===== src/rtl/serial_add.sv =====
// Bit-serial adder that rebuilds the minuend from a subtractor's diff and b.
// Processes one bit per clock, LSB first, with a single carry flip-flop.
module serial_add #(
  parameter int WIDTH = 4
) (
  input  logic             clk,
  input  logic             rst_n,
  input  logic             start,
  input  logic [WIDTH-1:0] diff,
  input  logic [WIDTH-1:0] b,
  output logic             busy,
  output logic             done,
  output logic [WIDTH-1:0] a,
  output logic             carry
);

  localparam int CW = (WIDTH > 1) ? $clog2(WIDTH) : 1;

  localparam logic [1:0] IDLE = 2'd0;
  localparam logic [1:0] ADD  = 2'd1;
  localparam logic [1:0] DONE = 2'd2;

  logic [1:0]       state;
  logic [CW-1:0]    cnt;
  logic [WIDTH-1:0] sh_d;
  logic [WIDTH-1:0] sh_b;
  logic [WIDTH-1:0] sh_r;
  logic             cf;

  logic [1:0]       bit_sum;
  logic [WIDTH-1:0] res_next;
  logic             last;

  // Full-adder slice and the result register after shifting in this bit.
  always_comb begin
    bit_sum = {1'b0, sh_d[0]} + {1'b0, sh_b[0]} + {1'b0, cf};
    res_next = sh_r >> 1;
    res_next[WIDTH-1] = bit_sum[0];
    last = (cnt == CW'(WIDTH - 1));
  end

  // Sequencer: accept in IDLE, one bit per edge in ADD, one-cycle DONE.
  always_ff @(posedge clk or negedge rst_n) begin
    if (!rst_n) begin
      state <= IDLE;
      cnt   <= '0;
      sh_d  <= '0;
      sh_b  <= '0;
      sh_r  <= '0;
      cf    <= 1'b0;
      a     <= '0;
      carry <= 1'b0;
    end else begin
      case (state)
        IDLE: begin
          if (start) begin
            sh_d  <= diff;
            sh_b  <= b;
            sh_r  <= '0;
            cf    <= 1'b0;
            cnt   <= '0;
            state <= ADD;
          end
        end
        ADD: begin
          sh_r <= res_next;
          cf   <= bit_sum[1];
          sh_d <= sh_d >> 1;
          sh_b <= sh_b >> 1;
          if (last) begin
            a     <= res_next;
            carry <= bit_sum[1];
            state <= DONE;
          end else begin
            cnt <= cnt + 1'b1;
          end
        end
        DONE: begin
          state <= IDLE;
        end
        default: begin
          state <= IDLE;
        end
      endcase
    end
  end

  // Status decodes straight from state so reset clears them immediately.
  always_comb begin
    busy = (state == ADD) || (state == DONE);
    done = (state == DONE);
  end

endmodule

===== config.mk =====
export PLATFORM = sky130hd
export DESIGN_NAME = serial_add
export DESIGN_NICKNAME = d
export VERILOG_FILES = /design/src/rtl/serial_add.sv
export SDC_FILE = /design/constraint.sdc
export NUM_CORES = 1
export LEC_CHECK = 0
export CORE_ASPECT_RATIO = 1.5
export CORE_MARGIN = 1
export CORE_UTILIZATION = 41
export DETAILED_ROUTE_END_ITERATION = 8
export SLEW_MARGIN = 10
export SYNTH_ARGS = -nofsm -noshare
export SYNTH_HDL_FRONTEND = slang
export SYNTH_SLANG_ARGS = --single-unit

===== constraint.sdc =====
create_clock -name clk -period 1.8 [get_ports clk]
set_input_delay 0.27 -clock clk [delete_from_list [all_inputs] [get_ports clk]]
set_output_delay 0.27 -clock clk [all_outputs]
set_load 0.005 [all_outputs]

==> flow_summary_export.csv, run 1 <==
group,metric,value,unit
setup_path,cp-start-kind,"flop",
yosys,syn_avg_cell_area,11.2,sq um
global_routing,grt_overflow,0,
drt,wl_per_cell,11.6,um
sta,relSlewSlack,82.2,%
drt,dr.pass1.iters,4,
setup_path,cp-end-kind,"flop",
die,core-area,2260,sq um
yosys,syn_area,1000,sq um
placed_design,port-buffer-count,17,
clock_network,htreeDepth,1,
drt,drt_iter0_markers,8,
clock_network,worstSkewPairLatency,290,ps
drt,drc_errors,0,
status,outcome,"finished clean",
clock_network,cts_buffers,3,
cells_and_area,drive_gt1_share,14.2,%
global_routing,grt_pass1_wl,2870,um
setup_path,required,1980,ps
cells_and_area,areaGrowthSynthToFinish,25.8,%
yosys,synth_cell_types,19,
setup_path,critPathKind,"reg2reg",
drt,wl,1580,um
sta,setup_viol,0,
yosys,ys_ff_latch,21,
setup_path,cp.arrival,1900,ps
yosys,synth_warnings,0,
cells_and_area,num_antenna_cells,0,
setup_path,r2r-end,"cnt[0]",
yosys,synthCells,89,
global_routing,grt_usage,14.0,%
sta,hold_ws,310,ps
sta,skew,2.59,ps
drt,detail-route-antenna-nets,0,
die,fp.dieH,62.5,um
global_routing,grt_max_degree,25,
hold_path,hold_path_class,"in2async",
setup_path,cp_max_fo,6,
placed_design,routabilityCongestion,0.706,
yosys,synth_seq_area_share,52.5,%
sta,finalSetupTns,0,ps
setup_path,worstReg2RegStart,"state[0]",
sta,finalHoldViolations,0,
power,power.density,1630,nW/um^2
die,fp-row-count,21,
clock_network,cts_buffer_depth,2,
die,dieArea,2650,sq um
clock_network,cts_sinks,21,
sta,period_share,95.4,%
setup_path,reg2reg_depth,5,
setup_path,startpoint,"state[0]",
drt,vias,693,
drt,viasPerCell,5.10,
setup_path,reg2reg_slack,80,ps
power,cellLeakagePower,0.596,nW
die,io_pins,18,
yosys,syn_nets,107,
die,initial_core_util,44.3,%
sta,final_max_slew_viol_count,0,
global_routing,antenna_found_initial,0,
placed_design,place_hpwl,1180,um
global_routing,grt_pass1_vias,695,
clock_network,clkTransAtPathRegs,110,ps
clock_network,root_buffer,"clkbuf_4",
sta,period_needed,1720,ps
power,ir_drop,0.00119,V
job,cap_viol_max_count,0,
sta,fmax,582,MHz
cells_and_area,fin_nets,132,
sta,rsz0062_at_grt,"no",
sta,max_slew.worst_pin.slew,267,ps
die,die_w,42.3,um
clock_network,cts_tree,"yes",
## worst max-delay path: stages (launching register included)
cell and delay (ps):
dfrtp_1 410, buf_4 150, ha_1 270, buf_4 170, a211oi_2 250, mux2_1 360
## power breakdown
part	internal [mW]	switching (mW)
registers	0.677	0.110
clock network	0.0860	0.128
logic	0.553	0.505
total	1.32	0.742
## metrics by stage
step / setup WS (ps) / utilization (%) / cells / area (sq um) / power, mW
2_1_floorplan: 275 / - / 89 / 1000 / 1.49
3_3_place_gp: 151 / 53.8 / 130 / 1210 / 1.82
3_5_place_dp: 81.3 / 53.8 / 130 / 1210 / 1.86
4_1_cts: 16.6 / 55.6 / 136 / 1260 / 2.11
5_1_grt: 8.03 / 55.7 / 136 / 1260 / 2.28
6_report: 82.7 / 55.7 / 136 / 1260 / 2.06
## cell usage after synthesis (all sizes together)
cell type | number | area (sq um)
mux2i | 8 | 83.8
mux2 | 7 | 78.8
and2b | 1 | 7.51
nor2b | 1 | 6.26
dfrtp | 21 | 526
buf | 3 | 15.0
ha | 6 | 75.1
a211oi | 1 | 12.5
o21ai | 13 | 65.1
fa | 1 | 20.0
nor2 | 1 | 3.75
nand2 | 18 | 67.6
o21a | 1 | 7.51
nand2b | 2 | 12.5
inv | 4 | 15.0
a21oi | 1 | 5.00
## state kept, by name, summed over array words and instances (netlist names)
name   cells
cnt        2
sh_r       3
carry      1
a          4
cf         1
sh_b       4
state      2
sh_d       4
## kinds of logic (layout without fill, tap and decap cells)
logic type / after synthesis / count (layout) / synth area share, %
adder cells (fa/ha/maj): 7 / 7 / 9.50
buffers and inverters: 7 / 31 / 3.00
multiplexers: 15 / 15 / 16.2
AO/OA/AOI/OAI: 16 / 16 / 9.00
AND/OR/NAND/NOR: 23 / 23 / 9.75
flip-flops: 21 / 21 / 52.5
## cells in the final DEF, fill, tap and decap left out, types with 2 or more instances in the layout
cell type	synthesis	routed
mux2_1	4	4
clkbuf_4	0	3
nand2b_1	2	2
nand2_1	18	18
inv_2	0	2
buf_4	0	6
ha_1	6	6
o21ai_1	12	12
clkdlybuf4s50_1	0	16
inv_1	4	2
mux2_2	3	3
dfrtp_1	21	21
mux2i_1	7	7
## how the worst max path moves through the flow
stage	endpoint	slack, ps
finish	cnt[0]	80
global route	cnt[0]	8
CTS	busy	20
detailed placement	cnt[0]	80
global placement	cnt[0]	150
floorplan	cnt[0]	280
## area by class of cell
class | count | area (sq um)
Tap cell | 23 | 28.8
Multi-Input combinational cell | 61 | 445
Fill cell | 216 | 1000
Inverter | 4 | 15.0
Sequential cell | 21 | 526
Timing Repair Buffer | 23 | 218
Clock buffer | 4 | 26.3
## repair_timing
action | CTS | global route
gates resized for setup | 1 | 2
setup endpoints to repair | 1 | 1
cloned | 0 | 0
buffers inserted | 2 | 0
hold buffers | 0 | 0
## metal layers
| metal | global-route usage (%) | up-vias | wire length (um) |
|---|---|---|---|
| li1 | - | 344 | - |
| met4 | 7.03 | 0 | 20 |
| met3 | 2.31 | 2 | 65 |
| met1 | 17.0 | 336 | 666 |
| met5 | 0 | - | 0 |
| met2 | 23.5 | 11 | 829 |
Power figures use the tool's default switching activity.
==> run 2: changes to the inputs <==
Settings changed: PLACE_DENSITY set to 0.67.
Clock period 1.8 ns to 1.4 ns, I/O delays scaled along.
==> flow_summary_export.csv, run 2 (same netlist as run 1, synthesis figures left out) <==
group,metric,value,unit
status,outcome,"finished, violations left",
status,failed_checks,"setup timing",
cells_and_area,final_util,73.2,%
placed_design,port-buffer-count,17,
sta,skew,8.81,ps
cells_and_area,mostFrequentLayoutCell,"dfrtp_1",
sta,max_slew.worst_pin.slew,275,ps
drt,vias,796,
drt,detail-route-antenna-nets,0,
drt,drt_iter0_markers,30,
global_routing,grt_usage,16.6,%
die,initial_core_util,44.3,%
setup_path,worstReg2RegStart,"state[0]",
cells_and_area,drive_gt1_share,48.9,%
cells_and_area,nFillCells,155,
global_routing,grt_max_degree,22,
job,cap_viol_max_count,0,
global_routing,grt_overflow,0,
global_routing,antenna_found_initial,0,
setup_path,reg2reg_slack,-130,ps
sta,period_needed,1530,ps
power,cellLeakagePower,0.838,nW
placed_design,place_hpwl,1220,um
clock_network,htreeDepth,1,
setup_path,cp_max_fo,3,
sta,setup_viol,21,
setup_path,critPathKind,"reg2reg",
setup_path,crit_end,"cnt[0]",
sta,fmax,653,MHz
die,core-area,2260,sq um
setup_path,cp.arrival,1750,ps
cells_and_area,fin_nets,150,
sta,setup_slack,-130,ps
clock_network,cts_buffer_depth,2,
clock_network,ctsHoldBuffers,0,
die,die_w,42.3,um
clock_network,cts_tree,"yes",
cells_and_area,final_cell_mix,"21 x dfrtp_1, 14 x buf_4, 11 x clkdlybuf4s50_1",
cells_and_area,areaGrowthSynthToFinish,65.3,%
hold_path,hold_path_class,"in2async",
clock_network,worstSkewPairLatency,310,ps
power,switching_power,1.53,mW
setup_path,required,1620,ps
cells_and_area,finalInstanceArea,1650,sq um
sta,rsz0062_at_grt,"yes",
placed_design,place_area,1310,sq um
power,power_frac_clock,7.4,%
power,intPower,2.55,mW
drt,drc_errors,0,
setup_path,cp-start-kind,"flop",
sta,relSlewSlack,81.6,%
sta,final_max_slew_viol_count,0,
power,seq_power_share,26.3,%
setup_path,r2r-end,"cnt[0]",
power,power.density,2470,nW/um^2
drt,wl_per_cell,14.9,um
setup_path,cp-end-kind,"flop",
power,power.share.combinational,66.2,%
drt,dr.pass1.iters,4,
die,fp.dieH,62.5,um
drt,viasPerCell,5.17,
die,fp-row-count,21,
power,swShare,37.5,%
placed_design,routabilityCongestion,0.755,
cells_and_area,num_antenna_cells,0,
drt,wl,2290,um
clock_network,root_buffer,"clkbuf_4",
sta,finalHoldViolations,0,
clock_network,clkTransAtPathRegs,130,ps
cells_and_area,largestRegisters,"a x4, sh_b x4, sh_d x4",
global_routing,grt_pass1_wl,3440,um
sta,period_share,109,%
sta,finalSetupTns,-1480,ps
die,dieArea,2650,sq um
power,ir_drop,0.00164,V
clock_network,cts_sinks,21,
clock_network,cts_buffers,3,
global_routing,grt_pass1_vias,778,
die,io_pins,18,
setup_path,startpoint,"state[0]",
setup_path,reg2reg_depth,5,
run 2: cell count changes in the layout (fill, tap and decap cells not counted), moves of 5 or more:
cell	before	now
buf_4	6	14
buf_6	0	7
clkdlybuf4s50_1	16	11
nand2_1	18	9
nand2_4	0	5
o21ai_1	12	3
o21ai_2	0	10
run 2: repair_timing:
item                                   in CTS  in global routing
pin swaps                                   4                 13
gates cloned                                2                  1
endpoints found under the hold margin       0                  0
setup endpoints to repair                  22                 27
buffers inserted                            5                  4
resized for setup                          20                 38
run 2: critical path: stages, from the launching register on:
cell      delay [ps]
dfrtp_1          410
inv_2             70
ha_4             170
and2b_2          220
a211oi_4         240
mux2_4           320
run 2: metrics by stage:
stage / cells / hold slack (ps) / setup slack (ps) / power [mW]
after floorplan: 89 / -85.6 / -97.5 / 1.96
after CTS: 150 / 237 / -83.9 / 3.45
after detailed placement: 139 / 475 / -216 / 2.64
after global routing: 154 / 236 / -182 / 4.35
after global placement: 139 / 468 / -181 / 2.58
final: 154 / 221 / -130 / 4.08
run 2: worst min path at each step:
stage / from / slack, ps / to / cells past startpoint
floorplan: rst_n / -90 / a[0] / 0
finish: rst_n / 220 / cnt[1] / 2
CTS: rst_n / 240 / cnt[0] / 2
global placement: sh_d[2] / 470 / sh_d[2] / 2
global route: rst_n / 240 / cnt[0] / 2
detailed placement: sh_b[1] / 480 / sh_b[1] / 2
run 2: power groups by stage:
stage               registers (mW)  clock network [mW]  logic (mW)
finish                        1.07               0.303        2.70
global route                  1.11               0.334        2.91
detailed placement            1.04                   0        1.60
CTS                           1.03               0.304        2.12
floorplan                     1.02                   0       0.946
global placement              1.03                   0        1.56
run 2: layout make-up:
type	count	area (sq um)	area share, %
Clock buffer	3	22.5	1.36
Clock inverter	1	5.00	0.303
Inverter	4	15.0	0.908
Multi-Input combinational cell	61	608	36.8
Sequential cell	21	526	31.8
Tap cell	23	28.8	1.74
Timing Repair Buffer	41	449	27.2
run 2: metal layers:
layer | routed length (um) | part of all wire (%) | global-route usage [%]
met1 | 876 | 38 | 19.7
met2 | 1290 | 56 | 29.6
met3 | 73 | 3.2 | 2.60
met4 | 52 | 2.3 | 5.47
met5 | 0 | 0 | 0
